==> src/rtl/snes_joy_reader.sv <==
// SNES controller port initiator: strobes the pad, clocks in 16 active-low bits, presents an active-high button word.
// Define SNES_JOY_READER_AUTOPOLL_EN to add a free-running poll timer that launches reads every POLL_CYC cycles.
module snes_joy_reader #(
  parameter int HALF_CYC = 65,
  parameter int POLL_CYC = 180_000
) (
  input  logic        clk,
  input  logic        resetn,
  input  logic        start,
  output logic        busy,
  output logic        joy_strb,
  output logic        joy_clk,
  input  logic        joy_di,
  output logic [15:0] joy_word,
  output logic        valid
);

  localparam int              PH_W      = $clog2(2 * HALF_CYC);
  localparam logic [PH_W-1:0] STRB_LAST = PH_W'(2 * HALF_CYC - 1);
  localparam logic [PH_W-1:0] HALF_LAST = PH_W'(HALF_CYC - 1);

  if (HALF_CYC < 4) begin : g_half_cyc_chk
    $error("snes_joy_reader: HALF_CYC must be at least 4");
  end
  if (POLL_CYC < 2) begin : g_poll_cyc_chk
    $error("snes_joy_reader: POLL_CYC must be at least 2");
  end

  typedef enum logic [2:0] {
    S_IDLE,
    S_STROBE,
    S_LOW,
    S_HIGH,
    S_DONE
  } state_t;

  state_t          state;
  state_t          state_nxt;
  logic [PH_W-1:0] ph_cnt;
  logic [3:0]      bit_cnt;
  logic [15:0]     shreg;
  logic            ph_end;
  logic            launch;
  logic            strb_d;
  logic            jclk_d;
  logic            busy_d;
  logic            valid_d;
  logic            di_p0;
  logic            di_p1;

  // stage p0/p1: two-flop synchronizer for the asynchronous pad data line
  always_ff @(posedge clk) begin
    di_p0 <= joy_di;
    di_p1 <= di_p0;
  end

`ifdef SNES_JOY_READER_AUTOPOLL_EN
  localparam int            PW        = $clog2(POLL_CYC);
  localparam logic [PW-1:0] POLL_LAST = PW'(POLL_CYC - 1);

  logic [PW-1:0] poll_cnt;
  logic          poll_exp;
  logic          poll_pend;

  assign poll_exp = (poll_cnt == POLL_LAST);

  // An expiry that lands mid-read is remembered and served once the FSM is idle again.
  always_ff @(posedge clk or negedge resetn) begin
    if (!resetn) begin
      poll_cnt  <= '0;
      poll_pend <= 1'b0;
    end else begin
      poll_cnt <= poll_exp ? '0 : poll_cnt + 1'b1;
      if (state == S_IDLE && state_nxt == S_STROBE) begin
        poll_pend <= 1'b0;
      end else if (poll_exp && state != S_IDLE) begin
        poll_pend <= 1'b1;
      end
    end
  end

  assign launch = start | poll_exp | poll_pend;
`else
  assign launch = start;
`endif

  always_comb begin
    ph_end = 1'b0;
    case (state)
      S_STROBE:      ph_end = (ph_cnt == STRB_LAST);
      S_LOW, S_HIGH: ph_end = (ph_cnt == HALF_LAST);
      default:       ph_end = 1'b0;
    endcase
  end

  always_ff @(posedge clk or negedge resetn) begin
    if (!resetn) begin
      state <= S_IDLE;
    end else begin
      state <= state_nxt;
    end
  end

  always_comb begin
    state_nxt = state;
    case (state)
      S_IDLE:   if (launch) state_nxt = S_STROBE;
      S_STROBE: if (ph_end) state_nxt = S_LOW;
      S_LOW:    if (ph_end) state_nxt = S_HIGH;
      S_HIGH:   if (ph_end) state_nxt = (bit_cnt == 4'd15) ? S_DONE : S_LOW;
      S_DONE:   state_nxt = S_IDLE;
      default:  state_nxt = S_IDLE;
    endcase
  end

  // Outputs are decoded from the next state so the registered pins line up with the state they belong to.
  always_comb begin
    strb_d  = (state_nxt == S_STROBE);
    jclk_d  = (state_nxt == S_HIGH);
    busy_d  = (state_nxt != S_IDLE);
    valid_d = (state_nxt == S_DONE);
  end

  always_ff @(posedge clk or negedge resetn) begin
    if (!resetn) begin
      joy_strb <= 1'b0;
      joy_clk  <= 1'b0;
      busy     <= 1'b0;
      valid    <= 1'b0;
      joy_word <= 16'h0000;
    end else begin
      joy_strb <= strb_d;
      joy_clk  <= jclk_d;
      busy     <= busy_d;
      valid    <= valid_d;
      if (valid_d) begin
        joy_word <= shreg;
      end
    end
  end

  always_ff @(posedge clk or negedge resetn) begin
    if (!resetn) begin
      ph_cnt  <= '0;
      bit_cnt <= 4'd0;
      shreg   <= 16'h0000;
    end else begin
      if (state == S_IDLE || state_nxt != state) begin
        ph_cnt <= '0;
      end else begin
        ph_cnt <= ph_cnt + 1'b1;
      end
      if (state == S_IDLE && state_nxt == S_STROBE) begin
        bit_cnt <= 4'd0;
      end else if (state == S_HIGH && ph_end) begin
        bit_cnt <= bit_cnt + 4'd1;
      end
      // Pad drives low for pressed; invert so the first-received bit ends up at bit 0.
      if (state == S_LOW && ph_end) begin
        shreg <= {~di_p1, shreg[15:1]};
      end
    end
  end

endmodule

==> config.mk <==
export PLATFORM = sky130hd
export DESIGN_NAME = snes_joy_reader
export DESIGN_NICKNAME = d
export VERILOG_FILES = /design/src/rtl/snes_joy_reader.sv
export SDC_FILE = /design/constraint.sdc
export NUM_CORES = 1
export LEC_CHECK = 0
export CAP_MARGIN = 25
export CORE_MARGIN = 2
export CORE_UTILIZATION = 34
export CTS_CLUSTER_SIZE = 16
export DETAILED_ROUTE_END_ITERATION = 6
export GPL_TIMING_DRIVEN = 1
export PLACE_DENSITY = 0.58
export SKIP_CTS_REPAIR_TIMING = 1
export SLEW_MARGIN = 20
export SYNTH_ARGS = -nofsm -noshare
export SYNTH_HDL_FRONTEND = slang
export SYNTH_SLANG_ARGS = --single-unit
==> constraint.sdc <==
create_clock -name clk -period 5.9 [get_ports clk]
set_clock_uncertainty 0.2 [all_clocks]
set_input_delay 1.18 -clock clk [delete_from_list [all_inputs] [get_ports clk]]
set_output_delay 1.18 -clock clk [all_outputs]
set_load 0.1 [all_outputs]
Yosys cells after proc, flatten, opt, wreduce, memory -nomap -nowiden
Cells that the tools add are included.
{"block": "word_totals", "reg_bits": 53, "inputBits": 4, "output_inout_bits": 20, "wordCells": 42}
{"block": "op_classes", "add_sub_neg": 2, "eq_ne": 10, "muxes": 10, "n_bitwise": 1, "n_reduce_logical": 8}
{"cell": "2-to-1 mux 3 bit", "count": 5}
{"cell": "one-hot mux 3 bit (4 select lines)", "count": 1}
{"cell": "== test 3 x 2 -> 1 bit (second input constant)", "count": 3}
{"cell": "adder 8 x 1 -> 8 bit (second input constant)", "count": 1}
{"cell": "== test 8 x 7 -> 1 bit (second input constant)", "count": 1}
{"cell": "== test 8 bit (second input constant)", "count": 1}
{"cell": "2-to-1 mux 4 bit", "count": 2}
{"cell": "2-to-1 mux 8 bit", "count": 1}
{"cell": "== test 3 x 1 -> 1 bit (second input constant)", "count": 2}
{"cell": "adder 4 x 1 -> 4 bit (second input constant)", "count": 1}
{"cell": "== test 4 bit (second input constant)", "count": 1}
{"cell": "== test 3 bit (second input constant)", "count": 1}
{"cell": "logical AND 1 bit", "count": 3}
{"cell": "zero test 3 bit", "count": 1}
{"cell": "!= test 3 bit", "count": 1}
{"cell": "nonzero test 3 bit", "count": 1}
{"cell": "one-hot mux 1 bit (2 select lines)", "count": 1}
{"cell": "nonzero test 2 bit", "count": 1}
{"cell": "OR reduction 2 bit", "count": 1}
{"cell": "logical OR 1 bit", "count": 1}
{"cell": "inverter 1 bit", "count": 1}

Longest topological paths before layout
{"block": "depth", "depth_word": 8, "ltp_mapped": 6, "mapped_depth_nobuf": 4}

Worst setup path before layout
OpenSTA, ideal clock, no wires.
{"block": "synth_timing", "kind": "flip-flop to output port", "startpoint": "reg joy_word[0]", "endpoint": "out joy_word[0]", "arrival_time_ns": 0.894, "t_required_ns": 4.520, "slack_ns": 3.626, "path_stages_with_launch": 1, "path_buffers": 0, "path_cell_list": "dfrtp_1"}
{"element": "from (decl)", "line_no": "14", "source": "output logic [15:0] joy_word,"}
{"element": "from (signal assigned)", "line_no": "137", "source": "joy_word <= shreg;"}
No word-level cell between the ends.

Worst setup path in the final report
{"block": "layout_timing", "startpoint": "reg joy_word[9]", "endpoint": "out joy_word[9]"}
No word-level cell between the ends.

==> metrics.md <==
| Metric | Value |
|---|---|
| Seq/Total Area, Yosys | `58.87%` |
| Max_cap viols | `0` |
| Worst-path clk slew | `0.09 ns` |
| WP data required | `4.52 ns` |
| Startpoint Class | `register` |
| WHS | `0.1342 ns` |
| H-Tree Level Count | `2` |
| FF+latch count, synth | `53` |
| Die area | `0.007241 mm^2` |
| Slew Limit Headroom | `34.57%` |
| Worst slew pin tran | `0.9783 ns` |
| HPWL after DPL | `2336 um` |
| Final Util | `41.91%` |
| Via count | `1297` |
| GR Overflow Total | `0` |
| Cell area after synthesis | `0.002236 mm^2` |
| Ports | `24` |
| Critical-path maximum fanout | `2` |
| Core box area | `0.006350 mm^2` |
| Setup TNS | `0 ns` |
| Max Fclk | `0.3148 GHz` |
| Worst vdd ir | `0.1327 mV` |
| Placed cell area | `0.002550 mm^2` |
| CTS tree | `built` |
| Vias per cell | `4.840` |
| Clk sinks | `53` |
| Status | `finished clean` |
| P_leak | `1.263 nW` |
| CP arrival | `1.80 ns` |
| Cell breakdown of the critical path | `clkdlybuf4s50_1` |
| First-pass GRT wire length | `6285 um` |
| Largest net degree at the start of global routing | `52` |
| ANT nets after route | `0` |
| Cell family with most CP delay | `buffers and inverters` |
| Starting Density | `35.21%` |
| Asr flop ratio synth | `96.23%` |
| Routability cong. | `0.7512` |
| GRT Overall Usage | `10.85%` |
| DRC viols | `0` |
| Final period util | `53.84%` |
| Die height | `85.10 um` |
| Ys Warns | `0` |
| Top FF cell, synth | `dfrtp_1` |
| Final Setup Violations | `0` |
| CTS Buf Count | `5` |
| # nets final | `196` |
| Routed len/inst | `13.07 um` |
| Distinct cells, synth | `35` |
| Post-synth EDFFs | `0` |
| Slew Viols, Final | `0` |
| First-iteration detailed-routing DRC count | `78` |
| Initial antenna violation count | `0` |
| Final WL | `3503 um` |
| DR pass1 iterations | `4` |
| Worst min-delay path category | `register to register` |
| Clk buf depth | `2` |
| Post-Layout Inst Area | `0.002661 mm^2` |
| Pwr/cell area | `232.9 mW/mm^2` |
| Synthesis-to-finish area growth | `19.03%` |
| Total chip power | `0.0006197 W` |
| Syn Nets | `167` |
| Post-layout minimum cycle time | `3.176 ns` |
| Syn Inst Count | `161` |
| Die Wd | `85.10 um` |
| Syn_area_per_cell | `13.89 um^2` |
| Crit path capture type | `output port` |
| Worst-Skew Late Latency | `0.30 ns` |
| Delay of the slowest critical-path stage | `1.14 ns` |
| Proportion of layout cells with a drive suffix above 1 | `24.08%` |
| ANT cells | `0` |
| Hold Vio Cnt, Final | `0` |
| RSZ-0062 raised after global routing | `no` |
| Rows | `29` |
| Vias in the first global route | `1302` |
| Slowest CP cell | `clkdlybuf4s50_1` |
| IO buf count | `23` |
| WP buf/inv | `1` |
| Setup CP Type | `register to output port` |
| Root buf cell | `clkbuf_8` |
power breakdown:
part	internal [W]	total (W)	leakage, nW	switching, W
clock network	0.000127	0.000243	0.0554	0.000115
logic	0.00000307	0.0000110	0.518	0.00000791
registers	0.000365	0.000366	0.690	0.00000134
total	0.000495	0.000620	1.26	0.000124
per-stage QoR:
step	setup WS (ns)	cells
after floorplan	3.626	161
after global placement	3.058	259
after detailed placement	3.051	260
after CTS	2.706	268
after global routing	2.669	268
final	2.724	268
kinds of logic (layout without fill, tap and decap cells):
| kind of cell | Yosys count | after routing | share of synthesized area (%) |
|---|---|---|---|
| xor+xnor | 9 | 9 | 3.526 |
| mux | 34 | 34 | 18.02 |
| flops | 53 | 53 | 58.87 |
| buf+inv | 5 | 35 | 1.511 |
| fa+ha+maj | 2 | 2 | 1.119 |
| compound gates | 8 | 8 | 2.183 |
| simple gates | 50 | 50 | 14.77 |
registers in the layout (all words and copies together) (netlist names):
register	flops
di_p0	1
state	3
joy_strb	1
bit_cnt	4
busy	1
ph_cnt	8
valid	1
shreg	16
joy_clk	1
di_p1	1
joy_word	16
synthesized netlist by cell type (3+ instances only):
| cell | instances | area share (%) |
|---|---|---|
| dfrtp_1 | 51 | 57 |
| mux2_2 | 26 | 13 |
| nor2_1 | 15 | 2.5 |
| nand3_1 | 8 | 1.8 |
| xor2_1 | 8 | 3.1 |
| mux2_4 | 6 | 4.0 |
| nor3b_1 | 4 | 1.3 |
| o21ai_0 | 4 | 0.90 |
| nand2_1 | 3 | 0.50 |
layout by cell type (no fill, tap or decap), types with 2 or more instances in the layout:
master           instances
clkdlybuf4s50_1         22
inv_1                    2
mux2_2                  26
nand2_1                  3
dfrtp_1                 51
nand4b_1                 2
mux2i_1                  2
mux2_4                   6
and3_1                   2
nor3b_1                  4
xor2_1                   8
and3b_1                  2
nand4_1                  2
ha_1                     2
nor4b_1                  2
nand3_1                  8
o21ai_0                  4
nor2_1                  15
dfxtp_1                  2
clkbuf_8                 5
metal layers:
layer / GRT usage [%] / part of all wire [%] / up-vias
met5: 0 / 0 / -
met4: 4.762 / 1.7 / 0
met3: 2.043 / 2.3 / 5
met2: 16.97 / 47 / 17
met1: 14.74 / 49 / 640
li1: - / - / 635
worst reg2reg max path, stage by stage, from the launching register on:
cell and delay (ns):
dfrtp_1 0.48, nor4_4 0.46, nand4b_1 0.57, buf_6 0.36, mux2_2 0.27
area by class of cell:
cell class | count | area [um^2]
clock inverter | 2 | 38.79
inverter | 2 | 7.507
fill | 606 | 3689
multi-input combinational | 103 | 885.9
tap | 77 | 96.34
sequential | 53 | 1316
timing repair buffer | 25 | 244.0
clock buffer | 6 | 72.57
worst paths after layout:
kind | startpoint | end | slack, ns | depth (start not counted)
max | joy_word[9] | joy_word[9] | 2.72 | 1
min | di_p0 | di_p1 | 0.13 | 0
max reg2reg | ph_cnt[2] | shreg[3] | 3.47 | 4
min reg2reg | di_p0 | di_p1 | 0.13 | 0
max in group asynchronous | resetn | shreg[9] | 4.30 | 2
min in group asynchronous | resetn | ph_cnt[6] | 0.79 | 2
(Power assumes the default switching activity.)
